**src/rtl/snr_sweep_ctrl_pkg.sv**
```systemverilog
// Shared definitions for the SNR sweep controller: state encoding,
// flush length and default parameter values.
package snr_sweep_ctrl_pkg;

  localparam int unsigned DEF_SNR_WIDTH = 11;
  localparam int unsigned DEF_NPTS      = 8;
  localparam int unsigned DEF_CW        = 32;

  // Cycles of datapath reset applied after every sigma change.
  localparam int unsigned FLUSH_CYC     = 4;

  typedef enum logic [2:0] {
    IDLE,
    LOAD,
    FLUSH,
    SETTLE,
    MEASURE,
    REPORT,
    FINISH
  } state_t;

endpackage

```
**src/rtl/snr_sweep_ctrl_sweep_table.sv**
```systemverilog
// Sweep table: DEPTH x W register file holding the sigma value of each point.
// Ports:
//   clk      system clock
//   i_we     write strobe (already qualified by the caller)
//   i_waddr  write index
//   i_wdata  value to store
//   i_raddr  read index
//   o_rdata  registered read data (a same-cycle write to i_raddr is forwarded)
// Contents are not reset so they survive a controller reset.
module sweep_table #(
  parameter int unsigned W     = 11,
  parameter int unsigned DEPTH = 8,
  parameter int unsigned AW    = $clog2(DEPTH)
) (
  input  logic          clk,
  input  logic          i_we,
  input  logic [AW-1:0] i_waddr,
  input  logic [W-1:0]  i_wdata,
  input  logic [AW-1:0] i_raddr,
  output logic [W-1:0]  o_rdata
);

  logic [W-1:0] r_mem [DEPTH];
  logic [W-1:0] r_rdata;

  // Write port plus registered read with write-through forwarding.
  always_ff @(posedge clk) begin
    if (i_we) begin
      r_mem[i_waddr] <= i_wdata;
    end
    if (i_we && (i_waddr == i_raddr)) begin
      r_rdata <= i_wdata;
    end else begin
      r_rdata <= r_mem[i_raddr];
    end
  end

  assign o_rdata = r_rdata;

endmodule

```
**src/rtl/snr_sweep_ctrl.sv**
```systemverilog
// SNR sweep controller: steps a noise level (sigma_scale) through a table,
// resets and settles the tx+channel datapath at each level, counts checker
// errors over a measurement window and reports one count per point.
// Ports:
//   clk, rst                 clock, synchronous active-high reset
//   start, abort             sweep begin / terminate requests
//   tbl_we/tbl_addr/tbl_data sweep-table write port (IDLE only)
//   n_points, settle_len,    sweep shape, sampled at start
//   meas_len
//   err_in                   error pulse from the downstream checker
//   sigma_scale, dp_rst      datapath controls
//   meas_en, busy            status
//   point_valid, point_idx,  per-point result
//   err_count
//   done                     end-of-sweep pulse
module snr_sweep_ctrl
  import snr_sweep_ctrl_pkg::*;
#(
  parameter  int unsigned SNR_WIDTH = DEF_SNR_WIDTH,
  parameter  int unsigned NPTS      = DEF_NPTS,
  parameter  int unsigned CW        = DEF_CW,
  localparam int unsigned PW        = $clog2(NPTS)
) (
  input  logic                 clk,
  input  logic                 rst,
  input  logic                 start,
  input  logic                 abort,
  input  logic                 tbl_we,
  input  logic [PW-1:0]        tbl_addr,
  input  logic [SNR_WIDTH-1:0] tbl_data,
  input  logic [PW:0]          n_points,
  input  logic [15:0]          settle_len,
  input  logic [CW-1:0]        meas_len,
  input  logic                 err_in,
  output logic [SNR_WIDTH-1:0] sigma_scale,
  output logic                 dp_rst,
  output logic                 meas_en,
  output logic                 busy,
  output logic                 point_valid,
  output logic [PW-1:0]        point_idx,
  output logic [CW-1:0]        err_count,
  output logic                 done
);

  state_t               r_state, w_state_nx;
  logic [PW-1:0]        r_idx, w_idx_nx;
  logic [PW:0]          r_npts;
  logic [15:0]          r_settle;
  logic [CW-1:0]        r_meas;
  logic [CW-1:0]        r_cnt, w_cnt_nx;
  logic [CW-1:0]        r_err, w_err_nx;
  logic                 w_dp_rst_nx;
  logic [SNR_WIDTH-1:0] r_sigma, w_tbl_rdata;
  logic                 r_dp_rst, r_meas_en, r_busy, r_point_valid, r_done;
  logic [PW-1:0]        r_point_idx;
  logic [CW-1:0]        r_err_count;
  logic [PW:0]          w_npts_clamp;
  logic                 w_start_go, w_abort_go, w_tbl_we;
  logic                 w_flush_end, w_settle_end, w_meas_end, w_last_pt;

  assign w_npts_clamp = (n_points > (PW+1)'(NPTS)) ? (PW+1)'(NPTS) : n_points;
  // Abort masks start in IDLE; abort itself only acts once a sweep is running.
  assign w_start_go   = (r_state == IDLE) && start && !abort;
  assign w_abort_go   = (r_state != IDLE) && abort;
  assign w_tbl_we     = (r_state == IDLE) && tbl_we;
  assign w_flush_end  = (r_cnt == CW'(FLUSH_CYC - 1));
  assign w_settle_end = (r_cnt == (CW'(r_settle) - CW'(1)));
  assign w_meas_end   = (r_cnt == (r_meas - CW'(1)));
  assign w_last_pt    = (((PW+1)'(r_idx) + (PW+1)'(1)) >= r_npts);

  // Read address follows the next index so table[idx] is ready during LOAD.
  sweep_table #(
    .W     (SNR_WIDTH),
    .DEPTH (NPTS),
    .AW    (PW)
  ) u_table (
    .clk     (clk),
    .i_we    (w_tbl_we),
    .i_waddr (tbl_addr),
    .i_wdata (tbl_data),
    .i_raddr (w_idx_nx),
    .o_rdata (w_tbl_rdata)
  );

  // State register.
  always_ff @(posedge clk) begin
    if (rst) begin
      r_state <= IDLE;
    end else begin
      r_state <= w_state_nx;
    end
  end

  // Next state, phase counter, error counter and point index.
  always_comb begin
    w_state_nx  = r_state;
    w_idx_nx    = r_idx;
    w_cnt_nx    = r_cnt + CW'(1);
    w_err_nx    = r_err;
    w_dp_rst_nx = 1'b0;
    case (r_state)
      IDLE: begin
        w_cnt_nx = '0;
        if (w_start_go) begin
          w_idx_nx   = '0;
          w_state_nx = (w_npts_clamp == '0) ? FINISH : LOAD;
        end
      end
      LOAD: begin
        w_cnt_nx   = '0;
        w_err_nx   = '0;
        w_state_nx = FLUSH;
      end
      FLUSH: begin
        if (w_flush_end) begin
          w_cnt_nx = '0;
          if (r_settle != '0)    w_state_nx = SETTLE;
          else if (r_meas != '0) w_state_nx = MEASURE;
          else                   w_state_nx = REPORT;
        end
      end
      SETTLE: begin
        if (w_settle_end) begin
          w_cnt_nx   = '0;
          w_state_nx = (r_meas != '0) ? MEASURE : REPORT;
        end
      end
      MEASURE: begin
        // Saturating error count.
        if (err_in && (r_err != '1)) begin
          w_err_nx = r_err + CW'(1);
        end
        if (w_meas_end) begin
          w_cnt_nx   = '0;
          w_state_nx = REPORT;
        end
      end
      REPORT: begin
        w_cnt_nx = '0;
        if (!w_last_pt) begin
          w_idx_nx   = r_idx + PW'(1);
          w_state_nx = LOAD;
        end else begin
          w_state_nx = FINISH;
        end
      end
      FINISH: begin
        w_cnt_nx   = '0;
        w_state_nx = IDLE;
      end
      default: begin
        w_cnt_nx   = '0;
        w_state_nx = IDLE;
      end
    endcase
    // Abort drops the partial point and holds the datapath in reset.
    if (w_abort_go) begin
      w_state_nx  = FINISH;
      w_cnt_nx    = '0;
      w_dp_rst_nx = 1'b1;
    end
    if (w_state_nx == FLUSH) begin
      w_dp_rst_nx = 1'b1;
    end
  end

  // Counters, sampled sweep parameters and registered outputs.
  always_ff @(posedge clk) begin
    if (rst) begin
      r_idx         <= '0;
      r_cnt         <= '0;
      r_err         <= '0;
      r_npts        <= '0;
      r_settle      <= '0;
      r_meas        <= '0;
      r_sigma       <= '0;
      r_dp_rst      <= 1'b1;
      r_meas_en     <= 1'b0;
      r_busy        <= 1'b0;
      r_point_valid <= 1'b0;
      r_point_idx   <= '0;
      r_err_count   <= '0;
      r_done        <= 1'b0;
    end else begin
      r_idx         <= w_idx_nx;
      r_cnt         <= w_cnt_nx;
      r_err         <= w_err_nx;
      r_dp_rst      <= w_dp_rst_nx;
      r_meas_en     <= (w_state_nx == MEASURE);
      r_busy        <= (w_state_nx != IDLE);
      r_point_valid <= (w_state_nx == REPORT);
      r_done        <= (w_state_nx == FINISH);
      if (w_start_go) begin
        r_npts   <= w_npts_clamp;
        r_settle <= settle_len;
        r_meas   <= meas_len;
      end
      if (r_state == LOAD) begin
        r_sigma <= w_tbl_rdata;
      end
      // w_err_nx includes an error on the final MEASURE cycle.
      if (w_state_nx == REPORT) begin
        r_point_idx <= r_idx;
        r_err_count <= w_err_nx;
      end
    end
  end

  assign sigma_scale = r_sigma;
  assign dp_rst      = r_dp_rst;
  assign meas_en     = r_meas_en;
  assign busy        = r_busy;
  assign point_valid = r_point_valid;
  assign point_idx   = r_point_idx;
  assign err_count   = r_err_count;
  assign done        = r_done;

endmodule

```
**config.mk**
```make
export PLATFORM = sky130hd
export DESIGN_NAME = snr_sweep_ctrl
export DESIGN_NICKNAME = d
export VERILOG_FILES = /design/src/rtl/snr_sweep_ctrl_pkg.sv /design/src/rtl/snr_sweep_ctrl_sweep_table.sv /design/src/rtl/snr_sweep_ctrl.sv
export SDC_FILE = /design/constraint.sdc
export NUM_CORES = 1
export LEC_CHECK = 0
export CORE_ASPECT_RATIO = 0.5
export CORE_MARGIN = 1.5
export CORE_UTILIZATION = 58
export DETAILED_ROUTE_END_ITERATION = 8
export PLACE_DENSITY = 0.87
export REMOVE_ABC_BUFFERS = 1
export SKIP_LAST_GASP = 1
export SLEW_MARGIN = 30
export SYNTH_ARGS = -nofsm -noshare
export SYNTH_HDL_FRONTEND = slang
export SYNTH_SLANG_ARGS = --single-unit
export TNS_END_PERCENT = 1
```
**constraint.sdc**
```tcl
create_clock -name clk -period 4.1 [get_ports clk]
set_clock_uncertainty 0.2 [all_clocks]
set_input_delay 0.82 -clock clk [delete_from_list [all_inputs] [get_ports clk]]
set_output_delay 0.82 -clock clk [all_outputs]
set_load 0.01 [all_outputs]
```
== Word-level counts from Yosys, hierarchy flattened ==
Memories as Yosys holds them, arrays and structs flattened. A register that Yosys moved wholly into a read port is not among the register bits.
Cells that the tools add are included.
W data, S select, Z words.

* Bits in read-only memories: 0
* Input port bits: 72
* Memory bits (writable): 88
* Flip-flop bits (word level): 173
* Latch bits: 0
* Logic and storage cells: 74
* Memories kept: 1
* Output and inout port bits: 51

{| class="wikitable"
|+ Memories
! memory !! depth !! bits a word !! read ports !! clocked after memory_dff !! write ports !! line !! source
|-
| u_table.r_mem || 8 || 11 || 1 || 1 || 1 || snr_sweep_ctrl_sweep_table.sv:23 || <nowiki>logic [W-1:0] r_mem [DEPTH];</nowiki>
|}

* $lt $le $gt $ge: 2
* Equality and inequality tests: 13
* Muxes and demuxes: 23
* Reductions and logical operators: 14
* $add $sub $neg: 6
* $mul: 0
* Divide/modulo/power cells: 0
* Shift-type cells: 0
* Bitwise operators: 0

{| class="wikitable"
|+ Operator list
! operator !! count
|-
| $mux W32 || 4
|-
| $pmux W32 S3 || 1
|-
| $add A32 B1 Y32 const B || 2
|-
| $eq A32 B32 Y1 || 2
|-
| $pmux W32 S2 || 1
|-
| $eq A32 B2 Y1 const B || 1
|-
| $ne A32 B32 Y1 const B || 1
|-
| $reduce_bool A32 Y1 || 1
|-
| $sub A32 B1 Y32 const B || 1
|-
| $mux W3 || 10
|-
| $pmux W3 S6 || 1
|-
| $sub A16 B1 Y17 const B || 1
|-
| $reduce_bool A16 Y1 || 1
|-
| $eq A3 B3 Y1 const B || 5
|-
| $eq A3 B2 Y1 const B || 3
|-
| $pmux W3 S2 || 1
|-
| $reduce_bool A3 Y1 || 2
|-
| $logic_and A1 B1 Y1 || 5
|-
| $add A3 B1 Y4 const B || 1
|-
| $ge A4 B4 Y1 || 1
|-
| $gt A4 B4 Y1 const B || 1
|-
| $logic_not A4 Y1 || 1
|-
| $mux W1 || 4
|-
| $mux W4 || 1
|-
| 5 further kinds || 6
|}

== Logic depth before layout (Yosys ltp) ==
Gate-level depths: netlist of run 1.

* Word-level depth: 9
* Mapped depth: 13
* Depth with buffers taken out: 11

== By module ==
A second synthesis of run 1 with hierarchy kept.

* Cell total of the unflattened synthesis: 1282
* Area, all modules: 12572.1 µm²

{| class="wikitable"
|+ Modules (own cells, without submodules)
! module !! seq. area each (µm²) !! times used !! cells an instance !! area each (µm²)
|-
| snr_sweep_ctrl || 3463.3 || 1 || 1140 || 9075.0
|-
| sweep_table || 2702.6 || 1 || 142 || 3497.1
|}

== Worst setup path before layout of run 1 ==
OpenSTA, ideal clock, no wires.

* Path kind: flip-flop to flip-flop
* Start point: reg r_settle[0]
* End point: reg r_err_count[0] (netlist: err_count[0])
* Library setup time: 0.121 ns
* Stages on the path, launching flop included: 13
* Slack: 0.733 ns
* Buffers on the path: 1
* Clock period less this slack: 3.367 ns
* Data arrival time: 3.046 ns
* Path through: dfxtp_1 inv_1 ha_1 or4b_4 or3_4 nor4_4 o2111ai_1 nor4_2 a211oi_1 inv_1 nand3_4 buf_6 mux2_4

* Cells in the longest elaborated chain, start to end: 6
* Elaborated cells on any way between the ends: 9

{| class="wikitable"
|+ Ends and longest elaborated chain
! element !! line !! source
|-
| start, declared || snr_sweep_ctrl.sv:48 || <nowiki>logic [15:0] r_settle;</nowiki>
|-
| start signal, assigned || snr_sweep_ctrl.sv:195 || <nowiki>r_settle <= settle_len;</nowiki>
|-
| $sub A16 B1 Y17 or $reduce_bool A16 Y1 (tied branches) || snr_sweep_ctrl.sv:67, snr_sweep_ctrl.sv:117 ||
|-
| $eq A32 B32 Y1 or $mux W3 (tied branches) || snr_sweep_ctrl.sv:67, snr_sweep_ctrl.sv:117 ||
|-
| $mux W3 (on tied branches) || snr_sweep_ctrl.sv:123, snr_sweep_ctrl.sv:115 ||
|-
| $pmux W3 S6 * || snr_sweep_ctrl.sv:101 || <nowiki>case (r_state)</nowiki>
|-
| $mux W3 * || snr_sweep_ctrl.sv:157 || <nowiki>if (w_abort_go) begin</nowiki>
|-
| $eq A3 B3 Y1 * || snr_sweep_ctrl.sv:202 || <nowiki>if (w_state_nx == REPORT) begin</nowiki>
|-
| end signal, assigned || snr_sweep_ctrl.sv:204 || <nowiki>r_err_count <= w_err_nx;</nowiki>
|-
| end, declared || snr_sweep_ctrl.sv:56 || <nowiki>logic [CW-1:0] r_err_count;</nowiki>
|}

Every way passes the cells marked *; elsewhere a longest branch is shown, timed or not.
A chain may end at the register's enable or synchronous reset.

== Worst setup path in the final report of run 1 ==
* Start point: reg r_settle[0]
* End point: reg r_err_count[21] (netlist: err_count[21])

Same word-level chain as after synthesis.

==> impl_results.md, run 1 <==
- Status: finished clean
- IO Port Bufs: 122
- Post-synthesis xor/xnor area fraction: 6.37%
- Sw Share: 29.5%
- Root Driver: clkbuf_16
- Die area: 22700 um2
- VDD IR max: 359 uV
- Worst path arrival time: 3.90 ns
- Mux contribution to synthesized area: 9.31%
- R2R setup slack: 0.43 ns
- Worst skew pair latency: 0.55 ns
- Placed cell areas: 14100 um2
- Final worst-path cycle share: 89.4%
- Die Y: 107 um
- Simple-gate area share of the yosys netlist: 22.4%
- Compound-cell area share of the yosys netlist: a little under 9%
- Site Rows: 37
- Synth Warn #: 0
- Clock Sinks: 264
- Final HPWL DP: 22200 um
- Global route total overflow: 0
- TritonCTS Buffers: 24
- Global-route usage over all layers: 28.0%
- Via count: 9966
- Wire length per cell: 18.9 um
- Power per Cell Area: 443 nW/um2
- Clock slew at reported path FFs: 0.07 ns
- Largest net degree at the start of global routing: 54
- Final setup fails: 0
- Area Growth Syn to Fin: 17.7%
- Hold Buf Count CTS: 0
- CTS max path bufs: 3
- #FFs+latches synth: between 200 and 300
- RSZ-0062 raised after global routing: no
- P_int: 4650 uW
- Post_cts resized: 0
- Hold Path Class: reg2reg
- H-Tree Depth: 1
- Worst endpoint required time: about 4.3 ns
- CP endpoint kind: flop
- EDFF count, synth: 88
- First-pass GRT wire length: 50000 um
- Slew HR: 38.9%
- Worst Setup Start Kind: flop
- Worst Max-Slew Pin Slew: 0.916 ns
- FFs w/ async S/R, synth: 0%
- Post-Syn Instances: 1256
- Critical Setup Path Class: reg2reg
- Fill cell count: 1505
- CTS tree: built
- Share of cells above drive strength 1: 10.8%
- Max Cap Viol: 0
- Final ANT Viol Nets: 0
- Post-synthesis instance area: 12600 um2
- Initial Util: 60.3%
- Post-Route Setup TNS: 0 ns
- Postcts setup bufs: 0
- Tmin final: ~3.7 ns
- Ant. Diodes: 0
- Largest family of logic cells by synthesized area: simple AND/OR/NAND/NOR gates
- DR pass1 iterations: 5
- Initial drt markers: between 700 and 800
- Utilization after layout: 70.9%
- Gpl congestion: approximately 0.94
- Syn Area/Cell: 10.1 um2
- Die width: 212 um
- Routed WL: ~31000 um
- Core area: 21000 um2
- Combinational share of power: between 20% and 30%
- Fin area: 14900 um2
- Via density: about 6
- Clock Power Share: 34.4%
- Post-detailed-route DRC marker count: 0
- Final Max Tran Viols: 0
- Register area share after synthesis: between 40% and 50%
- IO Pins: about 120
- Vias in the first global route: 9801
- Final Hold Vio Count: 0
- CP Max Fanout: 33
- F_max: 0.273 GHz
- Top FF cell, synth: dfxtp_1
- Seq pwr share: between 40% and 50%
- Worst setup slack after layout: 0.434 ns
- P_leak: 0.00515 uW
- Placement Setup Slack: 0.459 ns
- Power Total: between 6000 and 7000 uW
- Post-synthesis adder-cell area fraction: 0.891%
- Sw Pwr: 1940 uW
- Layout Nets: 1427
- Antenna violations before repair: 0
- Unique masters post-synth: 73
synthesized netlist by cell type, drive strengths merged, types with 11 or more instances:
| cell | number | area share [%] |
|---|---|---|
| a211oi | 16 | 0.95 |
| a21oi | 73 | 2.9 |
| buf | 15 | 0.69 |
| clkbuf | 69 | 2.1 |
| dfxtp | 176 | 28 |
| edfxtp | 88 | 21 |
| inv | 20 | 0.59 |
| mux2 | 34 | 3.9 |
| mux2i | 19 | 1.5 |
| mux4 | 22 | 3.9 |
| nand2 | 152 | 4.5 |
| nand2b | 13 | 0.64 |
| nand3 | 47 | 2.0 |
| nand4 | 30 | 1.5 |
| nor2 | 102 | 3.0 |
| nor2b | 48 | 2.4 |
| nor3 | 26 | 1.1 |
| nor4 | 28 | 1.9 |
| o211ai | 11 | 0.65 |
| o21ai | 18 | 0.74 |
| o31ai | 11 | 0.65 |
| or3 | 16 | 0.83 |
| xnor2 | 46 | 3.2 |
| xor2 | 46 | 3.2 |
layout make-up:
type                       count  area [um2]  area share [%]
inverter                      20        75.1           0.505
tap                          292         365            2.46
clock buffer                  33         654            4.40
sequential                   264        6170            41.5
clock inverter                10         133           0.892
multi-input combinational    888        6050            40.7
timing repair buffer         148        1430            9.59
cells in the final DEF (no fill, tap or decap), types with 10 or more instances in the layout:
cell type,synthesis,final
nor2_1,102,102
nand3_1,46,46
clkdlybuf4s50_1,0,121
o211ai_1,11,11
and3_1,10,10
dfxtp_1,176,175
nand2b_1,13,13
nand4_1,30,30
and4_1,10,10
inv_1,20,20
clkbuf_16,0,24
xor2_1,46,46
or3_1,15,15
mux2_4,29,29
a211oi_1,16,16
nor2b_1,48,47
buf_4,0,26
o31ai_1,11,11
mux2i_1,19,19
edfxtp_1,88,88
nor3_1,25,25
nand2_1,152,152
a21oi_1,73,73
mux4_2,22,22
xnor2_1,46,46
o21ai_0,17,17
or2_2,10,10
nor4_1,21,21
kinds of logic (layout without fill, tap and decap cells):
kind of cell | count (synthesis) | in the layout
simple gates | 537 | 537
flops | 264 | 264
compound gates | 175 | 175
buf+inv | 104 | 211
xor+xnor | 92 | 92
mux | 75 | 75
fa+ha+maj | 9 | 9
routing by layer:
metal | up-vias | track usage, % | routed length [um]
met2 | 380 | 46.3 | 14700
met5 | - | 0 | 0
met3 | 57 | 5.37 | 2250
met1 | 4835 | 37.5 | 13600
li1 | 4694 | - | -
met4 | 0 | 8.21 | 680
power by group through the flow:
stage | clock network, uW | registers, uW | logic (uW)
after floorplan | 0 | 2990 | 874
after global placement | 0 | 3010 | 1300
after detailed placement | 0 | 3020 | 1330
after CTS | 2290 | 2960 | 1340
after global routing | 2390 | 2980 | 1500
final | 2270 | 2960 | 1360
per-stage QoR:
step / hold WS, ns / instances
global route: 0.291 / 1655
global placement: 0.243 / 1612
finish: 0.270 / 1655
detailed placement: 0.266 / 1612
CTS: 0.274 / 1655
floorplan: 0.226 / 1172
worst paths after layout:
kind,startpoint,end,depth (start not counted)
worst max-delay path,r_settle[0]$_SDFFE_PP0P_,err_count[21]$_SDFFE_PP0N_,12
worst min-delay path,r_npts[0]$_SDFFE_PP0P_,r_npts[0]$_SDFFE_PP0P_,2
worst max register to register,r_settle[0]$_SDFFE_PP0P_,err_count[21]$_SDFFE_PP0N_,12
worst min register to register,r_npts[0]$_SDFFE_PP0P_,r_npts[0]$_SDFFE_PP0P_,2
critical path, cell delays in order (launching register included):
cell and delay (ns):
dfxtp_1 0.36, inv_1 0.09, ha_1 0.23, or4b_4 0.52, or3_4 0.38, xnor2_1 0.23, nand4_1 0.14, nor4_2 0.33
o221a_2 0.28, and2_4 0.18, nand3_4 0.08, buf_12 0.19, mux2_4 0.32
registers in the layout, indices dropped and copies added, names as in the netlist, 4 cells and up, named ones only:
register / cells
sigma_scale: 11
r_cnt: 32
r_npts: 4
u_table.r_mem: 88
r_err: 32
r_meas: 32
err_count: 32
r_settle: 16
(Power assumes the default switching activity.)
==> run 2: changes to the inputs <==
--- a/config.mk
+++ b/config.mk
@@ -5,7 +5,7 @@
 export SDC_FILE = /design/constraint.sdc
 export NUM_CORES = 1
 export LEC_CHECK = 0
-export CORE_ASPECT_RATIO = 0.5
+export CORE_ASPECT_RATIO = 1.1
 export CORE_MARGIN = 1.5
 export CORE_UTILIZATION = 58
 export DETAILED_ROUTE_END_ITERATION = 8
==> constraint.sdc (replaced) <==
create_clock -name clk -period 3.75 [get_ports clk]
set_clock_uncertainty 0.2 [all_clocks]
set_input_delay 0.75 -clock clk [delete_from_list [all_inputs] [get_ports clk]]
set_output_delay 0.75 -clock clk [all_outputs]
set_load 0.01 [all_outputs]
==> impl_results.md, run 2 (synthesis gave the netlist of run 1 again) <==
- Hold path cells: 2 (unchanged)
- Clock Sinks: 264 (unchanged)
- CTS max path bufs: 3 (unchanged)
- Commonest non-fill, non-tap cell in the layout: dfxtp_1
- CP Depth: 12 (unchanged)
- Critical Setup Path Class: reg2reg
- Clock Power Share: 37.7% (+3.3 points)
- DR top layer: met4
- Share of cells above drive strength 1: 12.8% (+2.0 points)
- Max Cap Viol: 0 (unchanged)
- Max reg flops: 88 (unchanged)
- CTS tree: built
- Global route total overflow: 0 (unchanged)
- Final hold slack: 0.281 ns (+0.0118 ns)
- Vias in the first global route: 9758 (-0.44%)
- Sw Share: 28.2% (-1.2 points)
- Fin area: 15200 um2 (+2.4%)
- Die area: 22700 um2 (-0.24%)
- RSZ-0062 raised after global routing: no
- Site Rows: 56 (+51%)
- Clock slew at reported path FFs: 0.06 ns (about the same)
- Power per Cell Area: 505 nW/um2 (+14%)
- Core area: 21400 um2 (+1.9%)
- Sw Pwr: 2170 uW (+12%)
- Most flop-heavy register: u_table.r_mem
- Final worst-path cycle share: 95.7% (+6.3 points)
- P_leak: 0.00533 uW (+3.6%)
- Post-Route Setup TNS: 0 ns (unchanged)
- Slew HR: 41.1% (+2.2 points)
- Final ANT Viol Nets: 0 (unchanged)
- Worst Max-Slew Pin Slew: 0.883 ns (-0.0335 ns)
- CP endpoint kind: flop
- Post-detailed-route DRC marker count: 0 (unchanged)
- Crit-path slowest cell: or4b_4
- Ant. Diodes: 0 (unchanged)
- Final Max Tran Viols: 0 (unchanged)
- Placed cell areas: 14100 um2 (+0.34%)
- R2R depth: 12 (unchanged)
- F_max: 0.279 GHz (+2.1%)
- Metal3 WL: 2130 um (-5.6%)
- Die width: 144 um (-32%)
- Worst Setup Start Kind: flop
- DR pass1 iterations: 5 (unchanged)
- Root Driver: clkbuf_16
- Via density: 6.01 (-0.15%)
- Worst skew pair latency: 0.54 ns (about the same)
- Final Hold Vio Count: 0 (unchanged)
- Tmin final: 3.59 ns (-0.0768 ns)
- Utilization after layout: 71.3% (+0.34 points)
- Global-route usage over all layers: 27.4% (-0.53 points)
- Largest net degree at the start of global routing: 82 (+52%)
- Area occupied by multi-input gates: 6100 um2 (+0.72%)
- Status: finished clean
- Routed WL: 31600 um (+0.86%)
- VDD IR max: 414 uV (+15%)
- Final setup fails: 0 (unchanged)
- Combinational share of power: 20.2% (-0.5 points)
- Leading cell types in the layout, fill and taps excluded: 174 x dfxtp_1, 152 x nand2_1, 121 x clkdlybuf4s50_1, 102 x nor2_1, 88 x edfxtp_1
- Die Y: 158 um (+47%)
- CP Max Fanout: 8 (-76%)
- Final HPWL DP: 20900 um (-5.6%)
- Storage cell area: 6170 um2 (about the same)
- Worst path arrival time: 3.82 ns (-0.08 ns)
- IO Pins: 123 (unchanged)
- Initial drt markers: 806 (+3.9%)
- Slowest stage delay, CP: 0.49 ns (-0.03 ns)
- TritonCTS Buffers: 27 (+13%)
- Crit-path cells: inv_1 > ha_4 > or4b_4 > or3_4 > nor4_4 > o22ai_1 > nor4_2 > o221a_2 > and2_4 > nand3_4 > clkbuf_16 > mux2_4
- P_int: 5520 uW (+19%)
- Metal-1 WL: 13100 um (-3.7%)
- DR WL met2: 15300 um (+3.8%)
- Fill cell count: 1463 (-2.8%)
- IO Port Bufs: 122 (unchanged)
- Seq pwr share: 42.0% (-2.9 points)
- First-pass GRT wire length: 48900 um (-2.1%)
- Area Growth Syn to Fin: 20.5%
- CP delay by family, top: simple AND/OR/NAND/NOR gates
- WP buf/inv: 2 (unchanged)
- Hold Path Class: reg2reg
- Worst endpoint required time: 3.99 ns (-0.35 ns)
- Hold Buf Count CTS: 0 (unchanged)
- Gpl congestion: 0.914 (-2.6%)
- Power Total: 7700 uW (+17%)
- Via count: 10000 (+0.75%)
- Layout Nets: 1440 (+0.91%)
- Initial Util: 59.1% (-1.1 points)
- Wire length per cell: 18.9 um (about the same)
- H-Tree Depth: 1 (unchanged)
- Antenna violations before repair: 0 (unchanged)
[run 2: changes by cell type in the layout (fill, tap and decap cells not counted), moves of 4 or more]
cell       previous run  this run
clkbuf_16            24        29
clkbuf_1              7         2
bufinv_16             2         6
buf_4                26        32
clkinv_2              2         6
[run 2: per-stage QoR]
step	worst slack [ns]	instances
2_1_floorplan	0.126	1172
3_3_place_gp	0.222	1615
3_5_place_dp	0.123	1615
4_1_cts	0.0710	1665
5_1_grt	0.0187	1670
6_report	0.161	1670
[run 2: path summary, 6_finish.rpt]
check	from	to	slack, ns
hold reg to reg	r_npts[1]$_SDFFE_PP0P_	r_npts[1]$_SDFFE_PP0P_	0.28
setup / recovery	r_settle[0]$_SDFFE_PP0P_	err_count[10]$_SDFFE_PP0N_	0.16
hold / removal	r_npts[1]$_SDFFE_PP0P_	r_npts[1]$_SDFFE_PP0P_	0.28
setup reg to reg	r_settle[0]$_SDFFE_PP0P_	err_count[10]$_SDFFE_PP0N_	0.16
[run 2: what timing repair did]
action                     in CTS  in global routing
buffers inserted                0                  2
setup endpoints to repair       0                 46
resized for setup               0                 13
[run 2: final cells by class]
| type | count | area share (%) |
|---|---|---|
| Clock inverter | 20 | 1.77 |
| Inverter | 20 | 0.493 |
| Clock buffer | 30 | 4.58 |
| Multi-Input combinational cell | 888 | 40.0 |
| Timing Repair Buffer | 158 | 10.2 |
| Sequential cell | 264 | 40.5 |
| Tap cell | 290 | 2.38 |
[run 2: worst min-delay path, stage by stage, from the launching register on]
cell and delay (ns):
dfxtp_1 0.32, nand2_1 0.06, a21oi_1 0.06
[run 2: per-layer routing]
metal	up-vias	global-route usage [%]
met3	90	4.26
li1	4724	-
met2	383	46.9
met5	-	0
met1	4844	35.2
met4	0	10.0
[run 2: power by group through the flow]
stage	Combinational (uW)	Clock, uW	Sequential [uW]
after CTS	1490	2930	3230
after global placement	1440	0	3280
after floorplan	956	0	3270
after detailed placement	1470	0	3290
final	1560	2910	3240
after global routing	1690	3050	3250
==> run 3: changes to the inputs <==
--- a/config.mk
+++ b/config.mk
@@ -7,12 +7,14 @@
 export LEC_CHECK = 0
 export CORE_ASPECT_RATIO = 1.1
 export CORE_MARGIN = 1.5
-export CORE_UTILIZATION = 58
+export CORE_UTILIZATION = 60
+export CTS_CLUSTER_SIZE = 8
 export DETAILED_ROUTE_END_ITERATION = 8
-export PLACE_DENSITY = 0.87
+export DONT_BUFFER_PORTS = 1
+export PLACE_DENSITY = 0.82
 export REMOVE_ABC_BUFFERS = 1
 export SKIP_LAST_GASP = 1
-export SLEW_MARGIN = 30
+export SLEW_MARGIN = 20
 export SYNTH_ARGS = -nofsm -noshare
 export SYNTH_HDL_FRONTEND = slang
 export SYNTH_SLANG_ARGS = --single-unit
==> impl_results.md, run 3 (synthesis gave the netlist of run 1 again) <==
- Status: finished clean
- CTS max path bufs: 3 (unchanged)
- Tmin final: 3.64 ns (+0.0488 ns)
- P_leak: 0.00493 uW (-7.6%)
- Share of cells above drive strength 1: 13.3% (+0.52 points)
- Final Max Tran Viols: 0 (unchanged)
- IO Port Bufs: 0 (-100%)
- Global route total overflow: 0 (unchanged)
- Area Growth Syn to Fin: 11.3%
- Metal3 WL: 2030 um (-4.5%)
- TritonCTS Buffers: 39 (+44%)
- Largest net degree at the start of global routing: 151 (+84%)
- Slew HR: 30.1% (-11 points)
- Final Hold Vio Count: 0 (unchanged)
- Hold Buf Count CTS: 0 (unchanged)
- Hold Path Class: in2reg
- Global-route usage over all layers: 27.3% (-0.11 points)
- Commonest non-fill, non-tap cell in the layout: dfxtp_1
- Post-detailed-route DRC marker count: 0 (unchanged)
- Final hold slack: 0.113 ns (-0.169 ns)
- Worst Setup Start Kind: flop
- Max reg flops: 88 (unchanged)
- Worst skew pair latency: 0.52 ns (-0.02 ns)
- Max Cap Viol: 0 (unchanged)
- Antenna violations before repair: 0 (unchanged)
- Wire length per cell: 19.9 um (+5.3%)
- Final ANT Viol Nets: 0 (unchanged)
- Worst Max-Slew Pin Slew: 1.05 ns (+0.164 ns)
- Worst path arrival time: 3.83 ns (about the same)
- Via count: 9460 (-5.8%)
- First-pass GRT wire length: 47600 um (-2.8%)
- IO Pins: 123 (unchanged)
- Final worst-path cycle share: 97.0% (+1.3 points)
- CP delay by family, top: simple AND/OR/NAND/NOR gates
- H-Tree Depth: 2 (+1)
- Fin area: 14100 um2 (-7.6%)
- Root Driver: clkbuf_16
- Final HPWL DP: 19600 um (-6.6%)
- F_max: 0.275 GHz (-1.3%)
- Fill cell count: 1526 (+4.3%)
- DR top layer: met4
- Site Rows: 55 (-1.8%)
- Layout Nets: 1330 (-7.6%)
- Via density: 6.22 (+3.4%)
- Crit-path slowest cell: or4b_4
- Core area: 20600 um2 (-3.4%)
- Gpl congestion: 0.901 (-1.4%)
- Worst endpoint required time: 3.94 ns (-0.05 ns)
- Crit-path cells: inv_1 > ha_4 > or4b_4 > or3_4 > xnor2_2 > nand4_1 > nor4_4 > o221a_2 > and2_4 > nand3_4 > clkbuf_16 > mux2_4
- Die width: 141 um (-1.6%)
- Routed WL: 30300 um (-4.0%)
- Vias in the first global route: 9401 (-3.7%)
- Slowest stage delay, CP: 0.50 ns (about the same)
- CTS tree: built
- Final setup fails: 0 (unchanged)
- Clock slew at reported path FFs: 0.05 ns (about the same)
- Clock Sinks: 264 (unchanged)
- Placed cell areas: 12900 um2 (-9.0%)
- Initial Util: 61.2% (+2.1 points)
- Utilization after layout: 68.2% (-3.1 points)
- DR pass1 iterations: 5 (unchanged)
- Critical Setup Path Class: reg2reg
- VDD IR max: 536 uV (+30%)
- Leading cell types in the layout, fill and taps excluded: 176 x dfxtp_1, 152 x nand2_1, 102 x nor2_1, 88 x edfxtp_1, 73 x a21oi_1
- Most flop-heavy register: u_table.r_mem
- WP buf/inv: 2 (unchanged)
- Power per Cell Area: 552 nW/um2 (+9.2%)
- Die Y: 155 um (-1.6%)
- Metal-1 WL: 12400 um (-5.9%)
- Die area: 21900 um2 (-3.3%)
- Ant. Diodes: 0 (unchanged)
- DR WL met2: 14900 um (-2.3%)
- Initial drt markers: 652 (-19%)
- CP endpoint kind: flop
- CP Max Fanout: 8 (unchanged)
run 3: cell types whose count changed in the layout (fill, tap and decap cells not counted), moves of 2 or more:
cell and change:
bufinv_16 -6, clkbuf_1 +13, clkinv_1 -4, dfxtp_2 -2, clkbuf_16 +12, dfxtp_1 +2
clkinv_2 -6, clkdlybuf4s50_1 -121
run 3: what timing repair did:
item                       CTS  global route
resized for setup            0             7
buffers inserted             0             1
setup endpoints to repair    0            32
run 3: power breakdown:
group / leakage (uW) / switching [uW] / internal, uW / total (uW)
clock network: 0.000525 / 1230 / 1910 / 3130
logic: 0.00218 / 803 / 564 / 1370
registers: 0.00222 / 166 / 3100 / 3270
total: 0.00493 / 2200 / 5570 / 7770
run 3: cell type report:
class                           instances  area, um2  area share, %
Clock buffer                           54       1030           7.34
Inverter                               20       75.1          0.534
Sequential cell                       264       6170           43.8
Timing Repair Buffer                   36        329           2.34
Clock inverter                          4       63.8          0.454
Tap cell                              256        320           2.28
Multi-Input combinational cell        888       6080           43.2
run 3: path summary, 6_finish.rpt:
kind,slack [ns],end,depth (start not counted),start
worst max register to register,0.11,err_count[11]$_SDFFE_PP0N_,12,r_settle[0]$_SDFFE_PP0P_
worst min register to register,0.26,r_npts[2]$_SDFFE_PP0P_,2,r_npts[2]$_SDFFE_PP0P_
worst min-delay path,0.11,r_settle[3]$_SDFFE_PP0P_,1,rst
worst max-delay path,0.11,err_count[11]$_SDFFE_PP0N_,12,r_settle[0]$_SDFFE_PP0P_
run 3: stage by stage:
step,setup WS (ns),cells,TNS (ns),total power [uW]
finish,0.112,1522,0,7770
global route,-0.0223,1522,-0.197,8070
CTS,0.102,1518,0,7740
detailed placement,0.122,1460,0,4610
global placement,0.242,1460,0,4570
floorplan,0.126,1172,0,4220
run 3: layer usage:
layer | GRT usage [%] | up-vias
li1 | - | 4511
met1 | 33.6 | 4544
met2 | 47.3 | 329
met3 | 5.94 | 76
met4 | 10.0 | 0
met5 | 0 | -
